`config.mk`:
```
export PLATFORM = sky130hd
export DESIGN_NAME = reg_access_ctrl
export DESIGN_NICKNAME = d
export VERILOG_FILES = /design/src/rtl/reg_access_pkg.sv /design/src/rtl/instr_decode.sv /design/src/rtl/reg_access_ctrl.sv
export SDC_FILE = /design/constraint.sdc
export NUM_CORES = 1
export LEC_CHECK = 0
export CORE_MARGIN = 2
export CORE_UTILIZATION = 44
export CTS_CLUSTER_DIAMETER = 150
export DETAILED_ROUTE_END_ITERATION = 8
export PLACE_DENSITY_LB_ADDON = 0.1
export SLEW_MARGIN = 20
export SYNTH_ARGS = -nofsm -noshare
export SYNTH_HDL_FRONTEND = slang
export SYNTH_SLANG_ARGS = --single-unit
```
`constraint.sdc`:
```
create_clock -name clk -period 2.3 [get_ports clk]
set_input_delay 0.46 -clock clk [delete_from_list [all_inputs] [get_ports clk]]
set_output_delay 0.46 -clock clk [all_outputs]
set_load 0.05 [all_outputs]
```
`src/rtl/reg_access_pkg.sv`:
```
// Shared definitions for the register-access sequencer: MIPS opcodes,
// FSM state encoding and immediate-extension modes.
package reg_access_pkg;

  localparam logic [5:0] OP_RTYPE = 6'h00;
  localparam logic [5:0] OP_J     = 6'h02;
  localparam logic [5:0] OP_JAL   = 6'h03;
  localparam logic [5:0] OP_BEQ   = 6'h04;
  localparam logic [5:0] OP_BNE   = 6'h05;
  localparam logic [5:0] OP_ADDI  = 6'h08;
  localparam logic [5:0] OP_ADDIU = 6'h09;
  localparam logic [5:0] OP_SLTI  = 6'h0A;
  localparam logic [5:0] OP_SLTIU = 6'h0B;
  localparam logic [5:0] OP_ANDI  = 6'h0C;
  localparam logic [5:0] OP_ORI   = 6'h0D;
  localparam logic [5:0] OP_XORI  = 6'h0E;
  localparam logic [5:0] OP_LUI   = 6'h0F;
  localparam logic [5:0] OP_LW    = 6'h23;
  localparam logic [5:0] OP_SW    = 6'h2B;

  localparam logic [4:0] REG_RA = 5'd31;

  typedef enum logic [2:0] {
    ST_IDLE,
    ST_READ,
    ST_ISSUE,
    ST_WAIT_RES,
    ST_WB
  } state_t;

  typedef enum logic [1:0] {
    SEXT,
    ZEXT,
    LUI
  } ext_mode_t;

endpackage

```
`src/rtl/instr_decode.sv`:
```
// Combinational MIPS field decode: source registers, destination,
// write-back flag and extended immediate.
module instr_decode
  import reg_access_pkg::*;
#(
  parameter int DW = 32,
  parameter int AW = 5
) (
  input  logic [31:0]   instr,
  output logic [AW-1:0] rs,
  output logic [AW-1:0] rt,
  output logic [AW-1:0] dest,
  output logic          writes,
  output logic [DW-1:0] op_imm
);

  logic [5:0]  opcode;
  logic [15:0] imm;
  ext_mode_t   mode;

  always_comb begin
    opcode = instr[31:26];
    imm    = instr[15:0];
    rs     = AW'(instr[25:21]);
    rt     = AW'(instr[20:16]);
    dest   = AW'(instr[20:16]);
    writes = 1'b0;
    mode   = SEXT;

    case (opcode)
      OP_RTYPE: begin
        dest   = AW'(instr[15:11]);
        writes = 1'b1;
      end
      OP_ADDI, OP_ADDIU, OP_SLTI, OP_SLTIU, OP_LW: writes = 1'b1;
      OP_ANDI, OP_ORI, OP_XORI: begin
        writes = 1'b1;
        mode   = ZEXT;
      end
      OP_LUI: begin
        writes = 1'b1;
        mode   = LUI;
      end
      OP_JAL: begin
        dest   = AW'(REG_RA);
        writes = 1'b1;
      end
      default: writes = 1'b0;
    endcase

    case (mode)
      ZEXT:    op_imm = DW'(imm);
      LUI:     op_imm = DW'({imm, 16'h0000});
      default: op_imm = DW'($signed(imm));
    endcase
  end

endmodule

```
`src/rtl/reg_access_ctrl.sv`:
```
// Single-issue RF access sequencer: latch, read operands, hand off to
// execute, wait for the result and write it back once.
//
//   state       | meaning
//   ------------+-----------------------------------------------
//   ST_IDLE     | ready for an instruction, latches IR on accept
//   ST_READ     | RF addresses driven, operands/decode captured
//   ST_ISSUE    | op_valid high until execute takes the operands
//   ST_WAIT_RES | waiting for res_valid, captures write data
//   ST_WB       | single write-back cycle, retired count bumps
module reg_access_ctrl
  import reg_access_pkg::*;
#(
  parameter int DW    = 32,
  parameter int AW    = 5,
  parameter int CNT_W = 32
) (
  input  logic             clk,
  input  logic             rst_n,
  input  logic             instr_valid,
  input  logic [31:0]      instr,
  output logic             instr_ready,
  output logic [AW-1:0]    rf_raddr1,
  output logic [AW-1:0]    rf_raddr2,
  input  logic [DW-1:0]    rf_rdata1,
  input  logic [DW-1:0]    rf_rdata2,
  output logic             rf_we,
  output logic [AW-1:0]    rf_waddr,
  output logic [DW-1:0]    rf_wdata,
  output logic             op_valid,
  input  logic             op_ready,
  output logic [DW-1:0]    op_a,
  output logic [DW-1:0]    op_b,
  output logic [DW-1:0]    op_imm,
  output logic [11:0]      op_ctrl,
  input  logic             res_valid,
  input  logic [DW-1:0]    res_data,
  output logic [CNT_W-1:0] retired
);

  state_t        state, state_nx;
  logic [31:0]   ir;
  logic [AW-1:0] dest_q;
  logic          writes_q;

  logic [AW-1:0] dec_rs, dec_rt, dec_dest;
  logic          dec_writes;
  logic [DW-1:0] dec_imm;

  instr_decode #(.DW(DW), .AW(AW)) u_decode (
    .instr  (ir),
    .rs     (dec_rs),
    .rt     (dec_rt),
    .dest   (dec_dest),
    .writes (dec_writes),
    .op_imm (dec_imm)
  );

  always_ff @(posedge clk) begin
    if (!rst_n) begin
      state    <= ST_IDLE;
      ir       <= '0;
      dest_q   <= '0;
      writes_q <= 1'b0;
      op_a     <= '0;
      op_b     <= '0;
      op_imm   <= '0;
      op_ctrl  <= '0;
      rf_waddr <= '0;
      rf_wdata <= '0;
      retired  <= '0;
    end else begin
      state <= state_nx;
      case (state)
        ST_IDLE: if (instr_valid) ir <= instr;
        ST_READ: begin
          op_a     <= rf_rdata1;
          op_b     <= rf_rdata2;
          op_imm   <= dec_imm;
          op_ctrl  <= {ir[31:26], ir[5:0]};
          dest_q   <= dec_dest;
          writes_q <= dec_writes;
        end
        ST_WAIT_RES: if (res_valid) begin
          rf_wdata <= res_data;
          rf_waddr <= dest_q;
        end
        ST_WB:   retired <= retired + CNT_W'(1);
        default: ;
      endcase
    end
  end

  always_comb begin
    state_nx    = state;
    instr_ready = 1'b0;
    op_valid    = 1'b0;
    rf_we       = 1'b0;
    rf_raddr1   = '0;
    rf_raddr2   = '0;
    case (state)
      ST_IDLE: begin
        instr_ready = 1'b1;
        if (instr_valid) state_nx = ST_READ;
      end
      ST_READ: begin
        rf_raddr1 = dec_rs;
        rf_raddr2 = dec_rt;
        state_nx  = ST_ISSUE;
      end
      ST_ISSUE: begin
        rf_raddr1 = dec_rs;
        rf_raddr2 = dec_rt;
        op_valid  = 1'b1;
        if (op_ready) state_nx = ST_WAIT_RES;
      end
      ST_WAIT_RES: if (res_valid) state_nx = ST_WB;
      ST_WB: begin
        // Writes to $0 are suppressed so the RF never sees them.
        rf_we    = writes_q && (dest_q != '0);
        state_nx = ST_IDLE;
      end
      default: state_nx = ST_IDLE;
    endcase
  end

endmodule
```
; ---- After elaboration in Yosys (flattened, before gate mapping)
; Cells that the tools add are included.
[word_totals]
out_inout_bits = 190
regBits = 218
in_bits = 133
[op_classes]
n_mux = 13
n_eq_ne = 19
addsub = 1
reduce_logical = 10
[ops]
columns = cell, n
row1 = $pmux W32 S2, 1
row2 = $eq A6 B4 Y1 const B, 8
row3 = $add A32 B1 Y32 const B, 1
row4 = $pmux W3 S4, 1
row5 = $reduce_or A11 Y1, 1
row6 = $mux W5, 2
row7 = $pmux W5 S2, 1
row8 = $mux W3, 3
row9 = $eq A3 B2 Y1 const B, 2
row10 = $eq A6 B2 Y1 const B, 1
row11 = $eq A6 B6 Y1 const B, 1
row12 = $logic_not A6 Y1, 1
row13 = $ne A2 B2 Y1 const B, 3
row14 = $reduce_bool A5 Y1, 1
row15 = $mux W1, 4
row16 = $pmux W2 S2, 1
row17 = $reduce_and A2 Y1, 2
row18 = $eq A3 B1 Y1 const B, 1
row19 = $eq A3 B3 Y1 const B, 1
row20 = $logic_not A3 Y1, 1
row21 = $reduce_and A3 Y1, 1
row22 = $reduce_or A3 Y1, 1
row23 = $eq A2 B1 Y1 const B, 1
row24 = $eq A2 B2 Y1 const B, 1
row25 = 2 further kinds, 2

; ---- Depth between registers and ports, before layout
[depth]
word_depth = 5
ltp_mapped = 9
depth_no_buf = 8

; ---- Modules after synthesis
; A second synthesis with hierarchy kept.
[unflattened]
cells_unflattened = 1092
hier_area_um2 = 8634.5
[by_module_without_submodules]
columns = mod, area_each_um2, instances, seq_area_each_um2, cells_each
row1 = reg_access_ctrl, 8105.3, 1, 4364.2, 1012
row2 = instr_decode, 529.3, 1, 0.0, 80

; ---- Worst setup path before layout
; No wires, ideal clock.
[synth_path]
path_type = register to output
from = register state[1]
to = output rf_raddr1[0]
t_arrival_ns = 3.038
path_stages_with_launch = 5
slack_ns = -1.198
cell_sequence = dfxtp_1 clkbuf_1 nor3b_1 nor2_1 nor2b_1
[synth_via]
elab_chain_len = 3
word_cells_on_any_way = 4
cone_classes = 2 x eq/ne / 1 x mux / 1 x reduce/logical
[synth_rtl]
columns = item, line
row1 = from (decl), reg_access_ctrl.sv:41  ; state_t state, state_nx;
row2 = from (signal assigned), reg_access_ctrl.sv:73  ; state <= state_nx;
row3 = $eq A3 B2 Y1 / $eq A3 B1 Y1 (equally long branches), reg_access_ctrl.sv:101  ; case (state)
row4 = $reduce_or A2 Y1 (no line) *, --
row5 = $mux W5 *, reg_access_ctrl.sv:101
row6 = to (decl), reg_access_ctrl.sv:23  ; output logic [AW-1:0] rf_raddr1,
; Every way passes the cells marked *; elsewhere a longest branch is shown, timed or not.

; ---- Worst setup path in the final report
[layout_path]
from = register retired[15]
to = output retired[15]
[layout_rtl]
columns = item, line
row1 = from (decl), reg_access_ctrl.sv:38  ; output logic [CNT_W-1:0] retired
row2 = from (signal assigned), reg_access_ctrl.sv:88  ; ST_WB: retired <= retired + CNT_W'(1);
; No word-level cell between the ends.

==> impl_metrics.tcl <==
set metrics [dict create \
    postSynth.topFlopCell "dfxtp_1" \
    clock-root-buffer "clkbuf_16" \
    critical_path_peak_fanout 8 \
    std_cell_rows 49 \
    power_dissipated_by_switching_net_loads_mw 2.51 \
    die_h_um 141 \
    number_of_input_and_output_port_buffers_inserted 322 \
    period_minus_slack_ns 2.25 \
    share_clk_of_total_power 0.406 \
    final_net_count 1475 \
    die_width_um 141 \
    synth.cell_area_mm2 0.00821 \
    synth_seq_area_share 0.532 \
    leakage_nw 4.44 \
    synth.ff_latch_count 218 \
    post-dp-hpwl_um 17300 \
    worst-setup-path-type "flip-flop to output pin" \
    drive_gt1_frac 0.0797 \
    cap_violations 0 \
    synthCells 1034 \
    numCtsBuffers 24 \
    worstPathRequired_ns 1.84 \
    totalWireLength_um 25400 \
    pwr-share-comb 0.161 \
    fin_setup_tns_ns 0 \
    yosysWarningCount 0 \
    finalClockSkew_ns 0.0165 \
    top_layer_used "met4" \
    cts_hold_repair.buffers 0 \
    grt_pass1_vias 7610 \
    cts.sinks 218 \
    detailroute.wirelength.met2_um 12200 \
    slew_at_the_pin_with_the_worst_max_slew_slack_ns 0.726 \
    critical_path.n_buffers_inverters 1 \
    timing.critical_path.from_type "flip-flop" \
    route.vias.total 8187 \
    first_pass_grt_wire_length_um 39900 \
    rsz0062_at_grt "no" \
    grt_max_degree 114 \
    global_route.usage.total 0.246 \
    power.share.switching 0.268 \
    ctsHtreeMaxLevel 1 \
    top_cells_by_area_synth "dfxtp_1, nand2_1, a21oi_1, clkbuf_1, nand3_1" \
    detail_route.vias_per_cell 5.16 \
    initial_core_util 0.452 \
    total_power_mw 9.35 \
    timing.final.max_slew_violations 0 \
    worst-endpoint-arrival_ns 1.79 \
    post_synth_num_cell_types 36 \
    hp-class "flip-flop to flip-flop" \
    drc 0 \
    crit_chain "clkdlybuf4s50_1" \
    fillcell_total 1491 \
    post-route-period-util 0.980 \
    crit_family "buffers and inverters" \
    cp-end-kind "output pin" \
    maxSlewHeadroom 0.516 \
    power.share.sequential 0.432 \
    clkSlewWorstSetupHoldPaths_ns 0.06 \
    max_freq_ghz 0.444 \
    detailedRoute.firstPassIterationCount 4 \
    grt_antenna_before_repair 2 \
    cts_tree "yes" \
    post_synth_most_frequent_cells "nand2_1, dfxtp_1, a21oi_1" \
    area_growth_pct 53.8 \
    clk_latency_ns 0.51 \
    drt-met1-wl_um 10500 \
    power.density_cell_area_mw_per_mm2 740 \
    io-pin-count 323 \
    gp_congestion 0.768 \
    finish.utilization 0.696 \
    post-synth-top-area-cell "dfxtp_1" \
    vdd_drop_max_uv 650 \
    setup_viol 0 \
    post_synth.cell_area_avg_um2 7.94 \
    final-hold-violation-count 0 \
    synth_enable_flop_cells 0 \
    detail_route.wl_per_cell_um 16.0 \
    synth_most_common_cell "nand2_1" \
    routed-wl-met3_um 1890 \
    yosysTopAreaCellShare 0.532 \
    run_status "completed" \
    max_buffers_root_to_sink 3 \
    internal-power_mw 6.84 \
    gr-total-overflow 0 \
    synth_nets 1170 \
    design.core.area_mm2 0.0181 \
    dieArea_mm2 0.0198 \
    cp_slowest_cell "clkdlybuf4s50_1" \
    drtAntennaViolNets 0 \
    slowest_delay_ns 0.85 \
    ys_async_sr_fraction 0 \
    detail_route.iter0.violations 427 \
]
==> final timing paths <==
kind	slack (ns)	depth (start not counted)	end	start
hold / removal	0.45	2	op_b[23]	op_b[23]
setup reg to reg	0.23	5	retired[30]	retired[1]
setup / recovery	0.05	1	retired[15]	retired[15]
hold reg to reg	0.45	2	op_b[23]	op_b[23]
==> layout make-up <==
cell class,instances,area [µm²],share of cell area
well taps,229,287,0.0227
clock buffers,41,786,0.0622
inverters,7,31.3,0.00248
diodes,2,5.00,0.000396
clock inverters,1,8.76,0.000694
repair buffers,351,3530,0.279
multi-input cells,737,3610,0.286
flip-flops and latches,218,4370,0.346
==> per-stage QoR <==
step | std cells | setup slack, ns | area (µm²) | hold slack, ns
floorplan | 1034 | -0.115 | 8260 | 0.432
global placement | 1534 | 0.300 | 11700 | 0.438
detailed placement | 1534 | 0.248 | 11700 | 0.444
CTS | 1578 | 0.00331 | 12500 | 0.453
global route | 1586 | 0.00195 | 12600 | 0.466
finish | 1586 | 0.0461 | 12600 | 0.451
==> cells in the final DEF, fill, tap and decap left out, types with 11 or more instances in the layout <==
| cell | instances |
|---|---|
| a21oi_1 | 200 |
| nor2_1 | 13 |
| nand3_1 | 25 |
| buf_4 | 31 |
| or4_1 | 11 |
| clkdlybuf4s50_1 | 305 |
| nand2_1 | 354 |
| clkbuf_16 | 25 |
| o21ai_0 | 21 |
| dfxtp_1 | 215 |
==> state kept, by name, summed over array words and instances, names as in the netlist <==
signal and cells:
writes_q 1, dest_q 5, op_a 32, op_b 32
rf_wdata 32, op_ctrl 12, retired 32, rf_waddr 5
state 3, ir 32, op_imm 32
==> power groups by stage <==
stage	combinational, mW	clock (mW)	sequential, mW
after floorplan	0.469	0	4.48
after global placement	1.46	0	4.12
after CTS	1.50	3.87	4.04
after global routing	1.61	4.05	4.06
final	1.51	3.80	4.04
after detailed placement	1.48	0	4.12
==> layer usage <==
layer,up-vias,GRT usage
met1,3789,0.316
met5,-,0
li1,4074,-
met4,0,0.0868
met2,275,0.402
met3,49,0.0639
==> kinds of logic (layout without fill, tap and decap cells) <==
logic type	count (synthesis)	count (layout)	synth area share
compound gates	238	238	0.151
xor+xnor	10	10	0.0107
fa+ha+maj	3	3	0.00457
buf+inv	79	400	0.0372
flops	218	218	0.532
mux	10	10	0.0122
other cells	0	2	0
simple gates	476	476	0.252
==> worst register-to-register path: stages, from the launching register on <==
cell and delay (ns):
dfxtp_2 0.37, ha_1 0.18, nand2_1 0.13, or4_1 0.65, or4_1 0.54, a21oi_1 0.15
==> timing repair <==
item / in CTS / in global routing
setup buffers: 2 / 6
cloned: 0 / 0
gates resized for setup: 3 / 8
pin swaps: 1 / 2
setup endpoints to repair: 11 / 14
No activity file was read; power rests on OpenSTA's default activity.
